===== src/rtl/axi_lite_pkg.sv =====
// Shared AXI4-Lite definitions: response codes, FSM encodings, helpers.
package axi_lite_pkg;

  localparam logic [1:0] RESP_OKAY   = 2'b00;
  localparam logic [1:0] RESP_SLVERR = 2'b10;

  typedef enum logic {W_IDLE = 1'b0, W_RESP = 1'b1} wr_state_e;
  typedef enum logic {R_IDLE = 1'b0, R_DATA = 1'b1} rd_state_e;

  // $clog2 that never returns 0, so a single-register bank still has a 1-bit index.
  function automatic int clog2_min1(input int n);
    return (n <= 2) ? 1 : $clog2(n);
  endfunction

endpackage


===== src/rtl/axi_lite_reg_bank_if.sv =====
// AXI4-Lite bus bundle (all five channels) with master/slave views.
interface axi_lite_if #(
  parameter int ADDR_WIDTH = 32,
  parameter int DATA_WIDTH = 32
);
  localparam int STRB_WIDTH = DATA_WIDTH / 8;

  logic                  awvalid;
  logic                  awready;
  logic [ADDR_WIDTH-1:0] awaddr;
  logic                  wvalid;
  logic                  wready;
  logic [DATA_WIDTH-1:0] wdata;
  logic [STRB_WIDTH-1:0] wstrb;
  logic                  bvalid;
  logic                  bready;
  logic [1:0]            bresp;
  logic                  arvalid;
  logic                  arready;
  logic [ADDR_WIDTH-1:0] araddr;
  logic                  rvalid;
  logic                  rready;
  logic [1:0]            rresp;
  logic [DATA_WIDTH-1:0] rdata;

  modport master (
    output awvalid, awaddr, wvalid, wdata, wstrb, bready, arvalid, araddr, rready,
    input  awready, wready, bvalid, bresp, arready, rvalid, rresp, rdata
  );

  modport slave (
    input  awvalid, awaddr, wvalid, wdata, wstrb, bready, arvalid, araddr, rready,
    output awready, wready, bvalid, bresp, arready, rvalid, rresp, rdata
  );
endinterface


===== src/rtl/axi_lite_wr_capture.sv =====
// Independent AW / W latches for an AXI4-Lite slave; flags when both are held.
module axi_lite_wr_capture #(
  parameter int ADDR_WIDTH = 32,
  parameter int DATA_WIDTH = 32
) (
  input  logic                    clk,
  input  logic                    rst,
  input  logic                    busy,      // response outstanding: accept nothing
  input  logic                    consume,   // owner has executed the held write
  input  logic                    awvalid,
  output logic                    awready,
  input  logic [ADDR_WIDTH-1:0]   awaddr,
  input  logic                    wvalid,
  output logic                    wready,
  input  logic [DATA_WIDTH-1:0]   wdata,
  input  logic [DATA_WIDTH/8-1:0] wstrb,
  output logic                    both,
  output logic [ADDR_WIDTH-1:0]   addr,
  output logic [DATA_WIDTH-1:0]   data,
  output logic [DATA_WIDTH/8-1:0] strb
);
  logic run_q;    // keeps readys low while in reset and on the first cycle out of it
  logic aw_held;
  logic w_held;

  assign awready = run_q & ~aw_held & ~busy;
  assign wready  = run_q & ~w_held  & ~busy;
  assign both    = aw_held & w_held;

  // Latch each channel on its own handshake; drop both once the write is consumed.
  always_ff @(posedge clk or posedge rst) begin
    if (rst) begin
      run_q   <= 1'b0;
      aw_held <= 1'b0;
      w_held  <= 1'b0;
      addr    <= '0;
      data    <= '0;
      strb    <= '0;
    end else begin
      run_q <= 1'b1;
      if (consume) begin
        aw_held <= 1'b0;
      end else if (awvalid && awready) begin
        aw_held <= 1'b1;
        addr    <= awaddr;
      end
      if (consume) begin
        w_held <= 1'b0;
      end else if (wvalid && wready) begin
        w_held <= 1'b1;
        data   <= wdata;
        strb   <= wstrb;
      end
    end
  end
endmodule


===== src/rtl/axi_lite_reg_bank.sv =====
// Parametrised AXI4-Lite register bank: byte-strobed RW registers, live RO status
// slots, SLVERR on out-of-range or read-only writes, per-register access strobes.
module axi_lite_reg_bank
  import axi_lite_pkg::*;
#(
  parameter int                             ADDR_WIDTH = 32,
  parameter int                             DATA_WIDTH = 32,
  parameter int                             NUM_REGS   = 16,
  parameter logic [NUM_REGS-1:0]            RO_MASK    = '0,
  parameter logic [NUM_REGS*DATA_WIDTH-1:0] RESET_VALS = '0
) (
  input  logic                           i_axi_clk,
  input  logic                           i_axi_rst,
  axi_lite_if.slave                      s_axi,
  output logic [NUM_REGS*DATA_WIDTH-1:0] o_regs,
  input  logic [NUM_REGS*DATA_WIDTH-1:0] i_ro_data,
  output logic [NUM_REGS-1:0]            o_wr_stb,
  output logic [NUM_REGS-1:0]            o_rd_stb
);
  localparam int STRB_WIDTH = DATA_WIDTH / 8;
  localparam int LSB        = $clog2(STRB_WIDTH);
  localparam int IDX_W      = clog2_min1(NUM_REGS);
  localparam logic [ADDR_WIDTH:0] ADDR_LIM = (ADDR_WIDTH+1)'(NUM_REGS * STRB_WIDTH);

  wr_state_e                            wstate;
  rd_state_e                            rstate;
  logic [NUM_REGS-1:0][DATA_WIDTH-1:0]  regs_q;

  logic                  cap_both;
  logic [ADDR_WIDTH-1:0] cap_addr;
  logic [DATA_WIDTH-1:0] cap_data;
  logic [STRB_WIDTH-1:0] cap_strb;
  logic                  consume;
  logic [IDX_W-1:0]      wr_idx;
  logic                  wr_in;
  logic [NUM_REGS-1:0]   wr_hit;

  logic                  ar_hs;
  logic [IDX_W-1:0]      rd_idx;
  logic                  rd_in;
  logic [NUM_REGS-1:0]   rd_hit;
  logic [DATA_WIDTH-1:0] rd_val;

  axi_lite_wr_capture #(
    .ADDR_WIDTH (ADDR_WIDTH),
    .DATA_WIDTH (DATA_WIDTH)
  ) u_wr_cap (
    .clk     (i_axi_clk),
    .rst     (i_axi_rst),
    .busy    (s_axi.bvalid),
    .consume (consume),
    .awvalid (s_axi.awvalid),
    .awready (s_axi.awready),
    .awaddr  (s_axi.awaddr),
    .wvalid  (s_axi.wvalid),
    .wready  (s_axi.wready),
    .wdata   (s_axi.wdata),
    .wstrb   (s_axi.wstrb),
    .both    (cap_both),
    .addr    (cap_addr),
    .data    (cap_data),
    .strb    (cap_strb)
  );

  assign consume = cap_both && (wstate == W_IDLE);
  assign wr_idx  = cap_addr[IDX_W+LSB-1:LSB];
  assign wr_in   = {1'b0, cap_addr} < ADDR_LIM;

  assign ar_hs   = s_axi.arvalid && s_axi.arready;
  assign rd_idx  = s_axi.araddr[IDX_W+LSB-1:LSB];
  assign rd_in   = {1'b0, s_axi.araddr} < ADDR_LIM;

  // One-hot write target; empty for out-of-range or read-only slots.
  always_comb begin
    wr_hit = '0;
    for (int i = 0; i < NUM_REGS; i++)
      wr_hit[i] = consume && wr_in && (wr_idx == IDX_W'(i)) && !RO_MASK[i];
  end

  // Read mux over the pre-write register image, plus the accept-cycle strobe.
  always_comb begin
    rd_hit = '0;
    rd_val = '0;
    for (int i = 0; i < NUM_REGS; i++) begin
      if (rd_in && (rd_idx == IDX_W'(i))) begin
        rd_hit[i] = ar_hs;
        rd_val    = RO_MASK[i] ? i_ro_data[i*DATA_WIDTH +: DATA_WIDTH] : regs_q[i];
      end
    end
  end

  assign o_wr_stb = wr_hit;
  assign o_rd_stb = rd_hit;

  for (genvar gi = 0; gi < NUM_REGS; gi++) begin : g_out
    assign o_regs[gi*DATA_WIDTH +: DATA_WIDTH] = RO_MASK[gi] ? '0 : regs_q[gi];
  end

  // Register array: byte-lane update of the hit register.
  always_ff @(posedge i_axi_clk or posedge i_axi_rst) begin
    if (i_axi_rst) begin
      for (int i = 0; i < NUM_REGS; i++)
        regs_q[i] <= RESET_VALS[i*DATA_WIDTH +: DATA_WIDTH];
    end else begin
      for (int i = 0; i < NUM_REGS; i++)
        if (wr_hit[i])
          for (int b = 0; b < STRB_WIDTH; b++)
            if (cap_strb[b]) regs_q[i][b*8 +: 8] <= cap_data[b*8 +: 8];
    end
  end

  // Write response FSM: execute when AW+W are both held, then hold B until bready.
  always_ff @(posedge i_axi_clk or posedge i_axi_rst) begin
    if (i_axi_rst) begin
      wstate       <= W_IDLE;
      s_axi.bvalid <= 1'b0;
      s_axi.bresp  <= RESP_OKAY;
    end else begin
      case (wstate)
        W_IDLE: if (consume) begin
          wstate       <= W_RESP;
          s_axi.bvalid <= 1'b1;
          s_axi.bresp  <= (|wr_hit) ? RESP_OKAY : RESP_SLVERR;
        end
        W_RESP: if (s_axi.bready) begin
          wstate       <= W_IDLE;
          s_axi.bvalid <= 1'b0;
        end
      endcase
    end
  end

  // Read FSM: accept AR in idle, register data/resp, hold R until rready.
  always_ff @(posedge i_axi_clk or posedge i_axi_rst) begin
    if (i_axi_rst) begin
      rstate        <= R_IDLE;
      s_axi.arready <= 1'b0;
      s_axi.rvalid  <= 1'b0;
      s_axi.rresp   <= RESP_OKAY;
      s_axi.rdata   <= '0;
    end else begin
      case (rstate)
        R_IDLE: if (ar_hs) begin
          rstate        <= R_DATA;
          s_axi.arready <= 1'b0;
          s_axi.rvalid  <= 1'b1;
          s_axi.rresp   <= rd_in ? RESP_OKAY : RESP_SLVERR;
          s_axi.rdata   <= rd_val;
        end else begin
          s_axi.arready <= 1'b1;
        end
        R_DATA: if (s_axi.rready) begin
          rstate        <= R_IDLE;
          s_axi.rvalid  <= 1'b0;
          s_axi.arready <= 1'b1;
        end
      endcase
    end
  end
endmodule


===== src/flat_wrapper.sv =====
// flat-port wrapper written by rule: the top's interface ports become plain ports
module axi_lite_reg_bank_flat import axi_lite_pkg::*;
#(
  parameter int                             ADDR_WIDTH = 32,
  parameter int                             DATA_WIDTH = 32,
  parameter int                             NUM_REGS   = 16,
  parameter logic [NUM_REGS-1:0]            RO_MASK    = '0,
  parameter logic [NUM_REGS*DATA_WIDTH-1:0] RESET_VALS = '0
)
  (i_axi_clk, i_axi_rst, o_regs, i_ro_data, o_wr_stb, o_rd_stb, s_axi_awvalid, s_axi_awaddr, s_axi_wvalid, s_axi_wdata, s_axi_wstrb, s_axi_bready, s_axi_arvalid, s_axi_araddr, s_axi_rready, s_axi_awready, s_axi_wready, s_axi_bvalid, s_axi_bresp, s_axi_arready, s_axi_rvalid, s_axi_rresp, s_axi_rdata);
  axi_lite_if #(.ADDR_WIDTH(ADDR_WIDTH), .DATA_WIDTH(DATA_WIDTH)) s_axi_i ();
  input  logic i_axi_clk;
  input  logic i_axi_rst;
  output logic [NUM_REGS*DATA_WIDTH-1:0] o_regs;
  input  logic [NUM_REGS*DATA_WIDTH-1:0] i_ro_data;
  output logic [NUM_REGS-1:0] o_wr_stb;
  output logic [NUM_REGS-1:0] o_rd_stb;
  input wire logic [$bits(s_axi_i.awvalid)-1:0] s_axi_awvalid;
  input wire logic [$bits(s_axi_i.awaddr)-1:0] s_axi_awaddr;
  input wire logic [$bits(s_axi_i.wvalid)-1:0] s_axi_wvalid;
  input wire logic [$bits(s_axi_i.wdata)-1:0] s_axi_wdata;
  input wire logic [$bits(s_axi_i.wstrb)-1:0] s_axi_wstrb;
  input wire logic [$bits(s_axi_i.bready)-1:0] s_axi_bready;
  input wire logic [$bits(s_axi_i.arvalid)-1:0] s_axi_arvalid;
  input wire logic [$bits(s_axi_i.araddr)-1:0] s_axi_araddr;
  input wire logic [$bits(s_axi_i.rready)-1:0] s_axi_rready;
  output wire logic [$bits(s_axi_i.awready)-1:0] s_axi_awready;
  output wire logic [$bits(s_axi_i.wready)-1:0] s_axi_wready;
  output wire logic [$bits(s_axi_i.bvalid)-1:0] s_axi_bvalid;
  output wire logic [$bits(s_axi_i.bresp)-1:0] s_axi_bresp;
  output wire logic [$bits(s_axi_i.arready)-1:0] s_axi_arready;
  output wire logic [$bits(s_axi_i.rvalid)-1:0] s_axi_rvalid;
  output wire logic [$bits(s_axi_i.rresp)-1:0] s_axi_rresp;
  output wire logic [$bits(s_axi_i.rdata)-1:0] s_axi_rdata;
  assign s_axi_i.awvalid = s_axi_awvalid;
  assign s_axi_i.awaddr = s_axi_awaddr;
  assign s_axi_i.wvalid = s_axi_wvalid;
  assign s_axi_i.wdata = s_axi_wdata;
  assign s_axi_i.wstrb = s_axi_wstrb;
  assign s_axi_i.bready = s_axi_bready;
  assign s_axi_i.arvalid = s_axi_arvalid;
  assign s_axi_i.araddr = s_axi_araddr;
  assign s_axi_i.rready = s_axi_rready;
  assign s_axi_awready = s_axi_i.awready;
  assign s_axi_wready = s_axi_i.wready;
  assign s_axi_bvalid = s_axi_i.bvalid;
  assign s_axi_bresp = s_axi_i.bresp;
  assign s_axi_arready = s_axi_i.arready;
  assign s_axi_rvalid = s_axi_i.rvalid;
  assign s_axi_rresp = s_axi_i.rresp;
  assign s_axi_rdata = s_axi_i.rdata;
  axi_lite_reg_bank #(.ADDR_WIDTH(ADDR_WIDTH), .DATA_WIDTH(DATA_WIDTH), .NUM_REGS(NUM_REGS), .RO_MASK(RO_MASK), .RESET_VALS(RESET_VALS)) u_core (.i_axi_clk(i_axi_clk), .i_axi_rst(i_axi_rst), .s_axi(s_axi_i), .o_regs(o_regs), .i_ro_data(i_ro_data), .o_wr_stb(o_wr_stb), .o_rd_stb(o_rd_stb));
endmodule

===== config.mk =====
export PLATFORM = sky130hd
export DESIGN_NAME = axi_lite_reg_bank_flat
export DESIGN_NICKNAME = d
export VERILOG_FILES = /design/src/rtl/axi_lite_pkg.sv /design/src/rtl/axi_lite_reg_bank_if.sv /design/src/rtl/axi_lite_wr_capture.sv /design/src/rtl/axi_lite_reg_bank.sv /design/src/flat_wrapper.sv
export SDC_FILE = /design/constraint.sdc
export NUM_CORES = 1
export LEC_CHECK = 0
export CAP_MARGIN = 30
export CORE_AREA = 5 5 468 470
export DETAILED_ROUTE_END_ITERATION = 8
export DIE_AREA = 0 0 473 475
export PLACE_DENSITY = 0.36
export SYNTH_ARGS = -nofsm -noshare
export SYNTH_HDL_FRONTEND = slang
export SYNTH_SLANG_ARGS = --single-unit

===== constraint.sdc =====
create_clock -name i_axi_clk -period 56.5 [get_ports i_axi_clk]
set_input_delay 8.475 -clock i_axi_clk [delete_from_list [all_inputs] [get_ports i_axi_clk]]
set_output_delay 8.475 -clock i_axi_clk [all_outputs]
set_load 0.03 [all_outputs]

======== Yosys cells after proc, flatten, opt, wreduce, memory -nomap -nowiden ========
Cells that the tools add are included.
storage, ports and cells
  register bits after elaboration ......... 624
  input port bits ......................... 619
  output and inout port bits .............. 585
  word-level logic and storage cells ...... 290
operators by class
  order comparisons ....................... 2
  eq/ne operators ......................... 34
  multiplexer cells ....................... 53
  bitwise logic cells ..................... 11
  reductions and logical operators ........ 112
operators by type and width
  kind                 count
  $mux 32              16
  $reduce_and 2->1     70
  $eq 4x4->1 const B   16
  $lt 32x7->1 const B  2
  $logic_and 1x1->1    37
  $eq 4x3->1 const B   8
  $mux 1               30
  $eq 4x2->1 const B   4
  $reduce_or 16->1     1
  $pmux 1 s2           5
  $eq 4x1->1 const B   2
  $logic_not 4->1      2
  $not 1->1            6
  $and 1x1->1          5
  $mux 2               2
  $ne 2x1->1 const B   2
  $ne 2x2->1 const B   2
  $reduce_bool 2->1    2

======== Depth between registers and ports, before layout ========
  depth in word-level cells ............... 18
  depth in mapped cells ................... 11
  mapped depth without buffers ............ 7

======== Cells and area by module ========
Synthesis repeated with hierarchy kept, for this count alone.
unflattened totals
  cells, all modules ...................... 2,320
  area total of the unflattened synthesis .. 28,770.1 µm²
modules (own cells, without submodules)
  module               times used  cells an instance  area each (µm²)  seq. area each (µm²)
  axi_lite_reg_bank    1           2,163              25,858.6         13,788.2
  axi_lite_wr_capture  1           157                2,911.5          1,776.7

======== Worst setup path after synthesis ========
No wires, ideal clock.
  path type ............................... input-to-output
  start point ............................. in s_axi_araddr[19]
  end point ............................... out o_rd_stb[4]
  arrival ................................. 10.740 ns
  required time ........................... 48.025 ns
  slack ................................... 37.285 ns
  cell stages on the path ................. 5
  buffers on the path ..................... 1
  cell sequence ........................... or4_1 > nor3_2 > nand2_1 > clkbuf_1 > nor4_1
between the ends
  word-level cells in the longest chain between the ends .. 3
RTL lines
  item               RTL line                 source
  from (decl)        flat_wrapper.sv:25       input wire logic [$bits(s_axi_i.araddr)-1:0] s_axi_araddr;
  $lt 32x7->1        axi_lite_reg_bank.sv:71  assign rd_in = {1'b0, s_axi.araddr} < ADDR_LIM;
  $logic_and 1x1->1  axi_lite_reg_bank.sv:85  if (rd_in && (rd_idx == IDX_W'(i))) begin
  $mux 1             axi_lite_reg_bank.sv:85
  to (decl)          flat_wrapper.sv:17       output logic [NUM_REGS-1:0] o_rd_stb;
Every way passes these cells.

======== Worst setup path in the final report ========
  start point ............................. in s_axi_araddr[19]
  end point ............................... out o_rd_stb[6]
The elaborated chain is that of the path after synthesis.

==> results.yml <==
clock_tree:
  cts_made_buffers: 83
  cts_root_buffer: "clkbuf_16"
  clkLatencyLatePin_ns: 0.71
  cts_hold_buffers: 0
  cts_resized: 0
  clk_pin_slew_ns: 0.06
  postCtsSetupBuffers: 0
  cts.sinks: 620
  cts_tree: "yes"
  clock_path_buffers: 3
  ctsHtreeMaxLevel: 3
layout:
  fin_nets: 3612
  final_area_sq_um: 42100
  syn2layout_area_growth_pct: 49.0
  final_cell_mix: "681 x clkdlybuf4s50_1, 620 x dfrtp_1, 605 x mux2_2"
  stdcell_count: 5914
  multiInputGateArea_sq_um: 12200
  seq_area_sq_um: 15500
  mostFrequentLayoutCell: "clkdlybuf4s50_1"
  layout-drive-gt1-share_pct: 28.9
  fillCellCount: 23500
grt:
  grt_remaining_overflow: 0
  track_usage_pct: 16.7
  grt_pass1_vias: 24400
  grt_pass1_wl_mm: 252
  antenna_found_initial: 35
  grt_max_degree: 157
timing:
  report.final.slew_viol_count: 0
  finalCritPeriodShare_pct: 36.9
  setup_tns_ns: 0
  slew_headroom_pct: 31.2
  worst_slack_ns: 35.65
  worst_pin_slew_ns: 1.03
  clock_skew_ns: 0.0403
  setup_violations: 0
  period_minus_slack_ns: 20.85
  hold_violations: 0
  timing.fmax_mhz: 48.0
  rsz0062_at_grt: "false"
logic_synthesis:
  syn_inst: 2267
  synth_ff_type: "dfrtp_1"
  syn_area_sq_um: 28300
  avgSynthCellArea_sq_um: 12.5
  synthArstFlopShare_pct: 100
  synth_seq_cells: 620
  yosysSeqAreaShare_pct: 54.9
  synth_cell_types: 62
  yosys_warnings: 0
  synth_edf_count: 0
critical_path:
  path_common_cell: "clkdlybuf4s50_1"
  cp.arrival_ns: 12.38
  crit_required_ns: 48.03
  crit_fanout: 11
  crit_chain: "clkdlybuf4s50_1, or4_1, nor3_2, nand2_1, buf_4, nor4_1, clkdlybuf4s50_1"
  slowest_stage: "clkdlybuf4s50_1"
  cp-end-kind: "primary output"
  critPathKind: "input pin to primary output"
  start_kind: "input pin"
  max_stage_delay_ns: 0.84
drt:
  routed_wl_mm: 194
  route.vias.total: 23300
  met1_length_mm: 86.6
  post_drt_via_cell_ratio: 3.94
  firstDrtPassIters: 7
  drtIter0Drc: 1553
  wl_per_cell_um: 32.8
  met3_length_mm: 17.2
  wl_met2_mm: 87.0
  ant_nets: 0
  drc_errors: 0
  top_layer_used: "met5"
floorplanning:
  rows: 170
  io_pins: 1204
  initial_core_util_pct: 13.2
  dieArea_sq_um: 225000
  die_h_um: 475
  die_w_um: 473
  placeableCoreArea_sq_um: 214000
placed_design:
  place_area_sq_um: 39200
  gp_congestion: 0.796
  dpl.hpwl_mm: 150
  portBuffers: 685
  dp_slack_ns: 35.57
  place_inst: 5743
pwr:
  peakVddDrop_mv: 0.0237
  switching_share_pct: 28.4
  switchingPower_uw: 320
  total_power_mw: 1.13
  pwr-share-clk_pct: 49.0
  pwr-share-seq_pct: 40.7
  p_int_uw: 808
  leakagePower_nw: 18.1
  p_comb_share_pct: 10.3
  power.density_nw_per_um2: 26.8
run_status:
  status: "finished clean"
run:
  cap_viol_max_count: 0
min_path:
  hold_path_class: "flip-flop to flip-flop"
[through the flow]
stage | util [%] | hold slack (ns)
floorplan | - | 0.456
global placement | 18.1 | 0.463
detailed placement | 18.3 | 0.469
CTS | 19.6 | 0.482
global route | 19.7 | 0.491
finish | 19.7 | 0.480
[cell usage after synthesis (6+ instances only)]
library cell | instances | area, sq um
o221ai_1 | 11 | 96.3
or3_1 | 11 | 68.8
nand2_1 | 170 | 638
nor3_1 | 10 | 50.1
o21ai_0 | 115 | 576
nor4_1 | 16 | 100
dfrtp_1 | 620 | 15500
nand3_1 | 9 | 45.0
buf_1 | 16 | 60.1
o22ai_1 | 41 | 257
mux4_2 | 9 | 203
nor2b_1 | 21 | 131
a2bb2oi_1 | 12 | 105
a211oi_1 | 31 | 233
buf_2 | 14 | 70.1
nand4_1 | 6 | 37.5
a221oi_1 | 14 | 123
mux2i_1 | 57 | 571
clkbuf_1 | 113 | 424
nand2b_1 | 12 | 75.1
a31oi_1 | 11 | 68.8
a22oi_1 | 34 | 255
mux2_2 | 605 | 6810
nor2_1 | 121 | 454
inv_1 | 8 | 30.0
a21oi_1 | 82 | 410
o2bb2ai_1 | 6 | 52.6
[cell families after synthesis]
family | Yosys count | share of synthesized area, %
other | 2 | 0.0266
buffers and inverters | 155 | 2.17
AOI/OAI and AO/OA | 414 | 9.45
DFF | 620 | 54.9
and+or+nand+nor | 405 | 6.63
muxes | 671 | 26.8
[power by group through the flow]
stage          sequential [mW]  clock, mW  combinational [mW]
2_1_floorplan            0.483          0              0.0360
3_3_place_gp             0.467          0               0.119
3_5_place_dp             0.467          0               0.120
4_1_cts                  0.459      0.570               0.120
5_1_grt                  0.460      0.589               0.125
6_report                 0.459      0.552               0.117
[worst paths after layout]
| check | startpoint | endpoint | slack, ns | cells after the start |
|---|---|---|---|---|
| setup / recovery | s_axi_araddr[19] | o_rd_stb[6] | 35.65 | 7 |
| hold / removal | u_core.s_axi.rresp[1] | u_core.s_axi.rresp[1] | 0.48 | 1 |
| max in group asynchronous | i_axi_rst | u_core.u_wr_cap.data[13] | 44.78 | 7 |
| min in group asynchronous | i_axi_rst | u_core.o_regs[38] | 8.32 | 2 |
| setup reg to reg | u_core.u_wr_cap.addr[27] | u_core.o_regs[150] | 52.73 | 6 |
| hold reg to reg | u_core.s_axi.rresp[1] | u_core.s_axi.rresp[1] | 0.48 | 1 |
[state kept, by name (all words and copies together) (netlist names), 4 cells and up]
| name | count |
|---|---|
| u_core.o_regs | 512 |
| u_core.s_axi.rdata | 32 |
| u_core.u_wr_cap.addr | 30 |
| u_core.u_wr_cap.data | 32 |
| u_core.u_wr_cap.strb | 4 |
[worst max-delay path: cells and delay by family]
kind	cells	cell delay (ns)
buffers and inverters	3	1.55
and+or+nand+nor	4	2.33
[layout make-up]
type	count	share of cell area [%]
Tap cell	2838	8.43
Multi-Input combinational cell	1493	29.1
Clock buffer	122	5.76
Timing Repair Buffer	786	18.8
Clock inverter	28	0.915
Antenna cell	18	0.107
Inverter	9	0.0981
Sequential cell	620	36.8
[layer usage]
| layer | vias to the layer above | GRT usage, % |
|---|---|---|
| li1 | 9871 | - |
| met3 | 124 | 6.20 |
| met5 | - | 0 |
| met4 | 4 | 2.92 |
| met2 | 915 | 26.5 |
| met1 | 12400 | 22.1 |
No activity file was read; power rests on OpenSTA's default activity.
